==> src/rtl/ipif_pkg.sv <==
// ipif_pkg: shared definitions for the IPIF bus master.
//   state_t                : master FSM states (IDLE -> SETUP -> ACCESS -> RESP)
//   TIMEOUT_CYCLES_DEFAULT : default ACCESS-cycle budget before a timeout
//   ce_bit()               : maps a register index to its chip-enable bit (reg 0 -> MSB)
package ipif_pkg;
   typedef enum logic [1:0] {
      IDLE   = 2'd0,
      SETUP  = 2'd1,
      ACCESS = 2'd2,
      RESP   = 2'd3
   } state_t;
   localparam int TIMEOUT_CYCLES_DEFAULT = 16;
   function automatic int ce_bit(input int num_ce, input int reg_idx);
      return num_ce - 1 - reg_idx;
   endfunction
endpackage

==> src/rtl/ipif_timeout_counter.sv <==
// ipif_timeout_counter: counts ACCESS cycles and flags the last permitted one.
//   clk, rst_n : clock, asynchronous active-low reset
//   load       : restart the count (asserted in the cycle before ACCESS)
//   enable     : count this cycle (asserted throughout ACCESS)
//   expire     : high in the CYCLES-th enabled cycle since load
module ipif_timeout_counter
   import ipif_pkg::*;
#(
   parameter int CYCLES = TIMEOUT_CYCLES_DEFAULT
) (
   input  logic clk,
   input  logic rst_n,
   input  logic load,
   input  logic enable,
   output logic expire
);
   localparam int W = $clog2(CYCLES + 1);
   logic [W-1:0] cnt;
   assign expire = enable && (cnt == W'(CYCLES - 1));
   always_ff @(posedge clk or negedge rst_n) begin
      if (!rst_n) cnt <= '0;
      else if (load) cnt <= '0;
      else if (enable && !expire) cnt <= cnt + 1'b1;
   end
endmodule

==> src/rtl/ipif_bus_master.sv <==
// ipif_bus_master: single-outstanding command master driving an IPIF register bus.
//   Bus2IP_Clk, Bus2IP_Resetn   : clock, asynchronous active-low reset
//   cmd_*                       : command request (valid/ready handshake)
//   resp_*                      : response (valid/ready handshake), error and timeout flags
//   Bus2IP_* / IP2Bus_*         : IPIF slave-side data, byte enables, chip enables, acks
// Optional feature macro IPIF_MASTER_TIMEOUT_EN: abort ACCESS after TIMEOUT_CYCLES
// cycles without the matching ack; without it ACCESS waits indefinitely.
module ipif_bus_master
   import ipif_pkg::*;
#(
   parameter int NUM_CE         = 2,
   parameter int TIMEOUT_CYCLES = TIMEOUT_CYCLES_DEFAULT,
   localparam int RW            = (NUM_CE > 1) ? $clog2(NUM_CE) : 1
) (
   input  logic              Bus2IP_Clk,
   input  logic              Bus2IP_Resetn,
   input  logic              cmd_valid,
   output logic              cmd_ready,
   input  logic              cmd_write,
   input  logic [RW-1:0]     cmd_reg,
   input  logic [31:0]       cmd_data,
   input  logic [3:0]        cmd_be,
   output logic              resp_valid,
   input  logic              resp_ready,
   output logic [31:0]       resp_data,
   output logic              resp_err,
   output logic              resp_timeout,
   output logic [31:0]       Bus2IP_Data,
   output logic [3:0]        Bus2IP_BE,
   output logic [NUM_CE-1:0] Bus2IP_RdCE,
   output logic [NUM_CE-1:0] Bus2IP_WrCE,
   input  logic [31:0]       IP2Bus_Data,
   input  logic              IP2Bus_RdAck,
   input  logic              IP2Bus_WrAck,
   input  logic              IP2Bus_Error
);
   state_t            state, next;
   logic              wr_q;
   logic [RW-1:0]     reg_q;
   logic              ack, expire;
   logic [NUM_CE-1:0] ce_hot;
   // only the ack matching the command direction counts
   assign ack = wr_q ? IP2Bus_WrAck : IP2Bus_RdAck;
   assign ce_hot = NUM_CE'(1) << ce_bit(NUM_CE, int'(reg_q));
   assign Bus2IP_WrCE = (state == ACCESS && wr_q) ? ce_hot : '0;
   assign Bus2IP_RdCE = (state == ACCESS && !wr_q) ? ce_hot : '0;
   assign resp_valid = (state == RESP);
`ifdef IPIF_MASTER_TIMEOUT_EN
   ipif_timeout_counter #(.CYCLES(TIMEOUT_CYCLES)) u_timeout (
      .clk   (Bus2IP_Clk),
      .rst_n (Bus2IP_Resetn),
      .load  (state == SETUP),
      .enable(state == ACCESS),
      .expire(expire)
   );
`else
   // never fires: ACCESS waits for its ack indefinitely
   assign expire = (TIMEOUT_CYCLES < 0);
`endif
   always_comb begin
      next = (state == IDLE)   ? ((cmd_valid && cmd_ready) ? SETUP : IDLE) :
             (state == SETUP)  ? ACCESS :
             (state == ACCESS) ? ((ack || expire) ? RESP : ACCESS) :
                                 (resp_ready ? IDLE : RESP);
   end
   // cmd_ready is registered so it stays low during reset and rises one edge after release
   always_ff @(posedge Bus2IP_Clk or negedge Bus2IP_Resetn) begin
      if (!Bus2IP_Resetn) begin
         state        <= IDLE;
         cmd_ready    <= 1'b0;
         wr_q         <= 1'b0;
         reg_q        <= '0;
         Bus2IP_Data  <= '0;
         Bus2IP_BE    <= '0;
         resp_data    <= '0;
         resp_err     <= 1'b0;
         resp_timeout <= 1'b0;
      end else begin
         state     <= next;
         cmd_ready <= (next == IDLE);
         if (state == IDLE && cmd_valid && cmd_ready) begin
            wr_q        <= cmd_write;
            reg_q       <= cmd_reg;
            Bus2IP_Data <= cmd_data;
            Bus2IP_BE   <= cmd_be;
         end
         // ack wins over a simultaneous timeout expiry
         if (state == ACCESS && (ack || expire)) begin
            resp_data    <= (ack && !wr_q) ? IP2Bus_Data : '0;
            resp_err     <= ack ? IP2Bus_Error : 1'b1;
            resp_timeout <= !ack;
         end
      end
   end
endmodule

==> config.mk <==
export PLATFORM = sky130hd
export DESIGN_NAME = ipif_bus_master
export DESIGN_NICKNAME = d
export VERILOG_FILES = /design/src/rtl/ipif_pkg.sv /design/src/rtl/ipif_timeout_counter.sv /design/src/rtl/ipif_bus_master.sv
export SDC_FILE = /design/constraint.sdc
export NUM_CORES = 1
export LEC_CHECK = 0
export BUFFER_PORTS_ARGS = -buffer_cell sky130_fd_sc_hd__buf_4
export CAP_MARGIN = 30
export CORE_MARGIN = 3
export CORE_UTILIZATION = 30
export CTS_CLUSTER_DIAMETER = 120
export DETAILED_ROUTE_END_ITERATION = 8
export PLACE_DENSITY = 0.56
export SKIP_CTS_REPAIR_TIMING = 1
export SLEW_MARGIN = 20
export SYNTH_ARGS = -nofsm -noshare
export SYNTH_HDL_FRONTEND = slang
export SYNTH_SLANG_ARGS = --single-unit
==> constraint.sdc <==
create_clock -name Bus2IP_Clk -period 1.44 [get_ports Bus2IP_Clk]
set_input_delay 0.288 -clock Bus2IP_Clk [delete_from_list [all_inputs] [get_ports Bus2IP_Clk]]
set_output_delay 0.288 -clock Bus2IP_Clk [all_outputs]
set_load 0.01 [all_outputs]
* After elaboration in Yosys (flattened, before gate mapping)
Index checks and enable logic that the tools add are counted.
** Word-level totals
- Register bits after elaboration :: 75
- Input bits :: 77
- Output and inout port bits :: 76
- Logic and storage cells :: 36
** Cells by class
- Add/subtract/negate cells :: 1
- Eq/ne operators :: 3
- Shift-type cells :: 1
- Multiplexer cells :: 11
- Reduce and logical (&&, ||, !) cells :: 11
** Operator list (count)
- $mux 32 :: 1
- $shl 1x32->2 const A :: 1
- $mux 2 :: 6
- $logic_and 1x1->1 :: 7
- $eq 2x2->1 const B :: 2
- $logic_not 2->1 :: 2
- $mux 1 :: 4
- $eq 2x1->1 const B :: 1
- $logic_not 1->1 :: 2
- $sub 1x1->2 const A :: 1

* Logic depth before layout (Yosys ltp)
- Word-level depth :: 6
- Mapped depth :: 5
- Depth with buffers taken out :: 3

* Least setup slack after synthesis
No wires, ideal clock.
- Kind :: register to register
- Start point :: register state[1]
- End point :: register Bus2IP_BE[0]
- Setup time :: 125 ps
- Arrival :: 1231 ps
- Data required time :: 1315 ps
- Setup slack :: 84 ps
- Stages on the path, launching flop included :: 6
- Buffers on the path :: 2
- Period minus slack after synthesis :: 1356 ps
- Path through :: dfrtp_1 -> nor2_2 -> and3_4 -> buf_6 -> buf_12 -> mux2_4
** On the way
- Longest elaborated chain between the ends :: 3
** Ends and longest elaborated chain
- start: declaration :: RTL line ipif_bus_master.sv:37 : state_t state, next;
- start signal: assignment :: RTL line ipif_bus_master.sv:79 : state <= next;
- $logic_not 2->1 :: RTL line ipif_bus_master.sv:81 : if (state == IDLE && cmd_valid && cmd_ready) begin
- $logic_and 1x1->1 (2 in a row) :: RTL line ipif_bus_master.sv:81
- end signal: assignment :: RTL line ipif_bus_master.sv:85 : Bus2IP_BE <= cmd_be;
- end: declaration :: RTL line ipif_bus_master.sv:29 : output logic [3:0] Bus2IP_BE,
Every way passes these cells.
A chain may end at the register's enable or synchronous reset.

* Worst setup path after layout
- Start point :: register state[0]
- End point :: output Bus2IP_WrCE[0]
** On the way
- Longest elaborated chain between the ends :: 3
** Ends and longest elaborated chain
- $eq 2x2->1 :: RTL line ipif_bus_master.sv:45 : assign Bus2IP_WrCE = (state == ACCESS && wr_q) ? ce_hot : '0;
- $logic_and 1x1->1 :: RTL line ipif_bus_master.sv:45
- $mux 2 :: RTL line ipif_bus_master.sv:45
- end: declaration :: RTL line ipif_bus_master.sv:31 : output logic [NUM_CE-1:0] Bus2IP_WrCE,
Every way passes these cells.

==> results.md <==
* Outcome: finished, violations left
* Failing checks: setup timing
* Worst r2r src: state[0]$_DFF_PN0_
* Die Ht at 106 um
* Multi-input logic area at 1020 um^2
* Share of layout cells above drive strength 1 at 66.5%
* Warnings from Yosys at 0
* Reg2reg end: Bus2IP_Data[22]$_DFFE_PN0P_
* Most common cell after layout, fill and taps aside: buf_4
* Crit. Startpoint: state[0]$_DFF_PN0_
* Fmax achieved at 610 MHz
* Antenna diode count at 0
* Crit-path slowest cell: dfrtp_1
* CP required at 1.15 ns
* Pwr Density at 2070 nW/um^2
* Clock power share at 14.6%
* First DRT Iteration DRCs at 85
* First-pass GRT wire length at 11600 um
* Post-Synthesis Cells at 176
* Mux cell area share after synthesis at 19.7%
* LEAKAGE at 2.35 nW
* Final setup viols at 64
* Crit Path Category: flip-flop to output port
* Yosys cell types at 23
* Relative slew slack at 76.1%
* Largest net degree at the start of global routing at 48
* Remaining antenna violation count after routing at 0
* Root buffer cell: clkbuf_8
* Mean post-synth cell area at 17.2 um^2
* Int Pwr at 6.56 mW
* Switching Fraction at 32.2%
* CTS tree: yes
* Actual slew at the worst max-slew pin at 0.358 ns
* Critical Path Sink Type: output port
* Setup ws final at -0.200 ns
* #FFs+latches synth at 75
* Startpoint Class: flip-flop
* Worst Path Arrival at 1.35 ns
* R2r setup slk at -0.14 ns
* Clk buf depth at 2
* Global route overflow at 0
* Post-Route WL at 7680 um
* RSZ-0062 raised after global routing: yes
* Syn_nets at 253
* R2R depth at 5
* Commonest non-fill, non-tap cells in the layout: 156 x buf_4, 74 x dfrtp_1, 39 x mux2_4
* Reg power frac at 38.0%
* Clock latency on the worst-skew pair at 0.34 ns
* DR vias/cell at 4.37
* PortBufs at 152
* Area Overhead vs Synth at 53.9%
* FF+latch area at 1880 um^2
* CTS sink cnt at 75
* Max incr delay on CP at 0.43 ns
* CTS clock-pin slew for the worst setup and hold paths at 0.08 ns
* Detailed placement HPWL at 5280 um
* Nets at 421
* Crit path capture: Bus2IP_WrCE[0]
* Pre-CTS WS at 0.0408 ns
* Layout Cell Area excl Fill at 4660 um^2
* IO Count at 153
* Fin crit period at 1.64 ns
* Final clock skew at 0.0108 ns
* Sequential fraction of the synthesis area at 62.0%
* Area of the die at 11300 um^2
* Initial core utilization at 31.0%
* Mapped Area at 3030 um^2
* Drt wl/cell at 15.9 um
* Post-synthesis xor/xnor area fraction at 0%
* Initial antenna violation count at 0
* Largest family of logic cells by synthesized area: multiplexers
* Final worst-path cycle share at 114%
* Adder-cell share of the synthesized area at 0%
* Fillers at 884
* Pre-Repair DR Iteration Count at 4
* Max-Cap Viols at 0
* Row count at 36
* Maximum VDD drop at 0.000774 V
* Via count at 2106
* Logic pwr share at 47.4%
* Chip width at 106 um
* Slew Limit Fails at 0
* Residual DRC at 0
* Number of global-route vias before repair at 2222
* Final hold vios at 0
* Global router's overall resource usage at 13.0%
* Compound-Gate Fraction of Synth Area at 10.0%
* # H-tree levels at 3
* Worst path cell trace: and2b_4, and3_4, buf_6
* Critical path peak fanout at 5
* Power Total at 9.66 mW
* Placer Congestion at 0.679
* Worst hold-check path type: primary input to flip-flop
* Synth Area in Simple Gates at 3.18%
* Core Area at 9770 um^2
* CTS buffer count at 9
* Placed inst area at 4330 um^2
* Net switching power at 3.11 mW
## power by group through the flow
stage	Sequential (mW)	Combinational [mW]	Clock, mW
CTS	3.66	4.34	1.48
floorplan	4.05	1.84	0
finish	3.68	4.58	1.41
global placement	3.68	4.26	0
global route	3.81	4.90	1.56
detailed placement	3.67	4.32	0
## metrics by stage
stage | hold slack [ns] | TNS, ns | std cells | utilization, %
after floorplan | -0.00759 | 0 | 176 | -
after detailed placement | 0.284 | 0 | 458 | 44.3
after global placement | 0.281 | 0 | 458 | 44.3
final | 0.154 | -5.20 | 482 | 47.7
after CTS | -0.106 | -0.926 | 474 | 46.0
after global routing | 0.133 | -9.43 | 482 | 47.7
## Yosys cell counts, drive strengths merged
cell    count  area share (%)
a211oi      1            0.25
buf        12             5.0
a221o       1            0.33
nor3b       1            0.41
a21oi       1            0.17
and2        4            0.87
inv         1            0.12
nor2        2            0.33
nor2b       1            0.21
nand2       2            0.50
and3        2            0.58
dfrtp      75              62
a22o       32             9.3
mux2       40              20
and2b       1            0.29
## worst max-delay path, delay by kind of cell, from the launching register on
kind | cells | cell delay (ns)
and+or+nand+nor | 2 | 0.50
DFF | 1 | 0.43
buffers and inverters | 1 | 0.10
## cells by family (layout without fill, tap and decap cells)
family / Yosys count / count (layout)
AO/OA/AOI/OAI: 35 / 35
buffers and inverters: 13 / 186
flip-flops: 75 / 75
multiplexers: 40 / 40
AND/OR/NAND/NOR: 13 / 13
## sequential cells by signal (all words and copies together), names as in the netlist
signal and count:
Bus2IP_Data 32, resp_data 32, resp_timeout 1, resp_err 1, wr_q 1, Bus2IP_BE 4
cmd_ready 1, reg_q 1, state 2
## area by class of cell
| type | instances | share of cell area (%) |
|---|---|---|
| Tap cell | 133 | 3.57 |
| Clock buffer | 10 | 2.74 |
| Inverter | 1 | 0.0805 |
| Timing Repair Buffer | 169 | 30.5 |
| Multi-Input combinational cell | 88 | 21.9 |
| Clock inverter | 6 | 0.913 |
| Sequential cell | 75 | 40.3 |
## metal layers
metal / share of wire (%) / vias to the layer above / global-route usage, %
li1: - / 979 / -
met1: 45 / 1039 / 17.1
met2: 47 / 82 / 20.3
met3: 6.9 / 6 / 4.43
met4: 0.99 / 0 / 4.38
met5: 0 / - / 0
## worst min-delay path by stage
stage / slack, ns / cells after the start / start / to
after global placement: 0.28 / 2 / Bus2IP_Resetn / wr_q$_DFFE_PN0P_
after CTS: -0.11 / 2 / Bus2IP_Resetn / Bus2IP_Data[1]$_DFFE_PN0P_
after floorplan: -0.008 / 0 / Bus2IP_Resetn / Bus2IP_BE[0]$_DFFE_PN0P_
after global routing: 0.13 / 2 / IP2Bus_Data[3] / resp_data[3]$_DFFE_PN0P_
after detailed placement: 0.28 / 2 / Bus2IP_Resetn / wr_q$_DFFE_PN0P_
final: 0.15 / 2 / IP2Bus_Data[9] / resp_data[9]$_DFFE_PN0P_
Note: power is estimated with default switching activity, not from simulation.
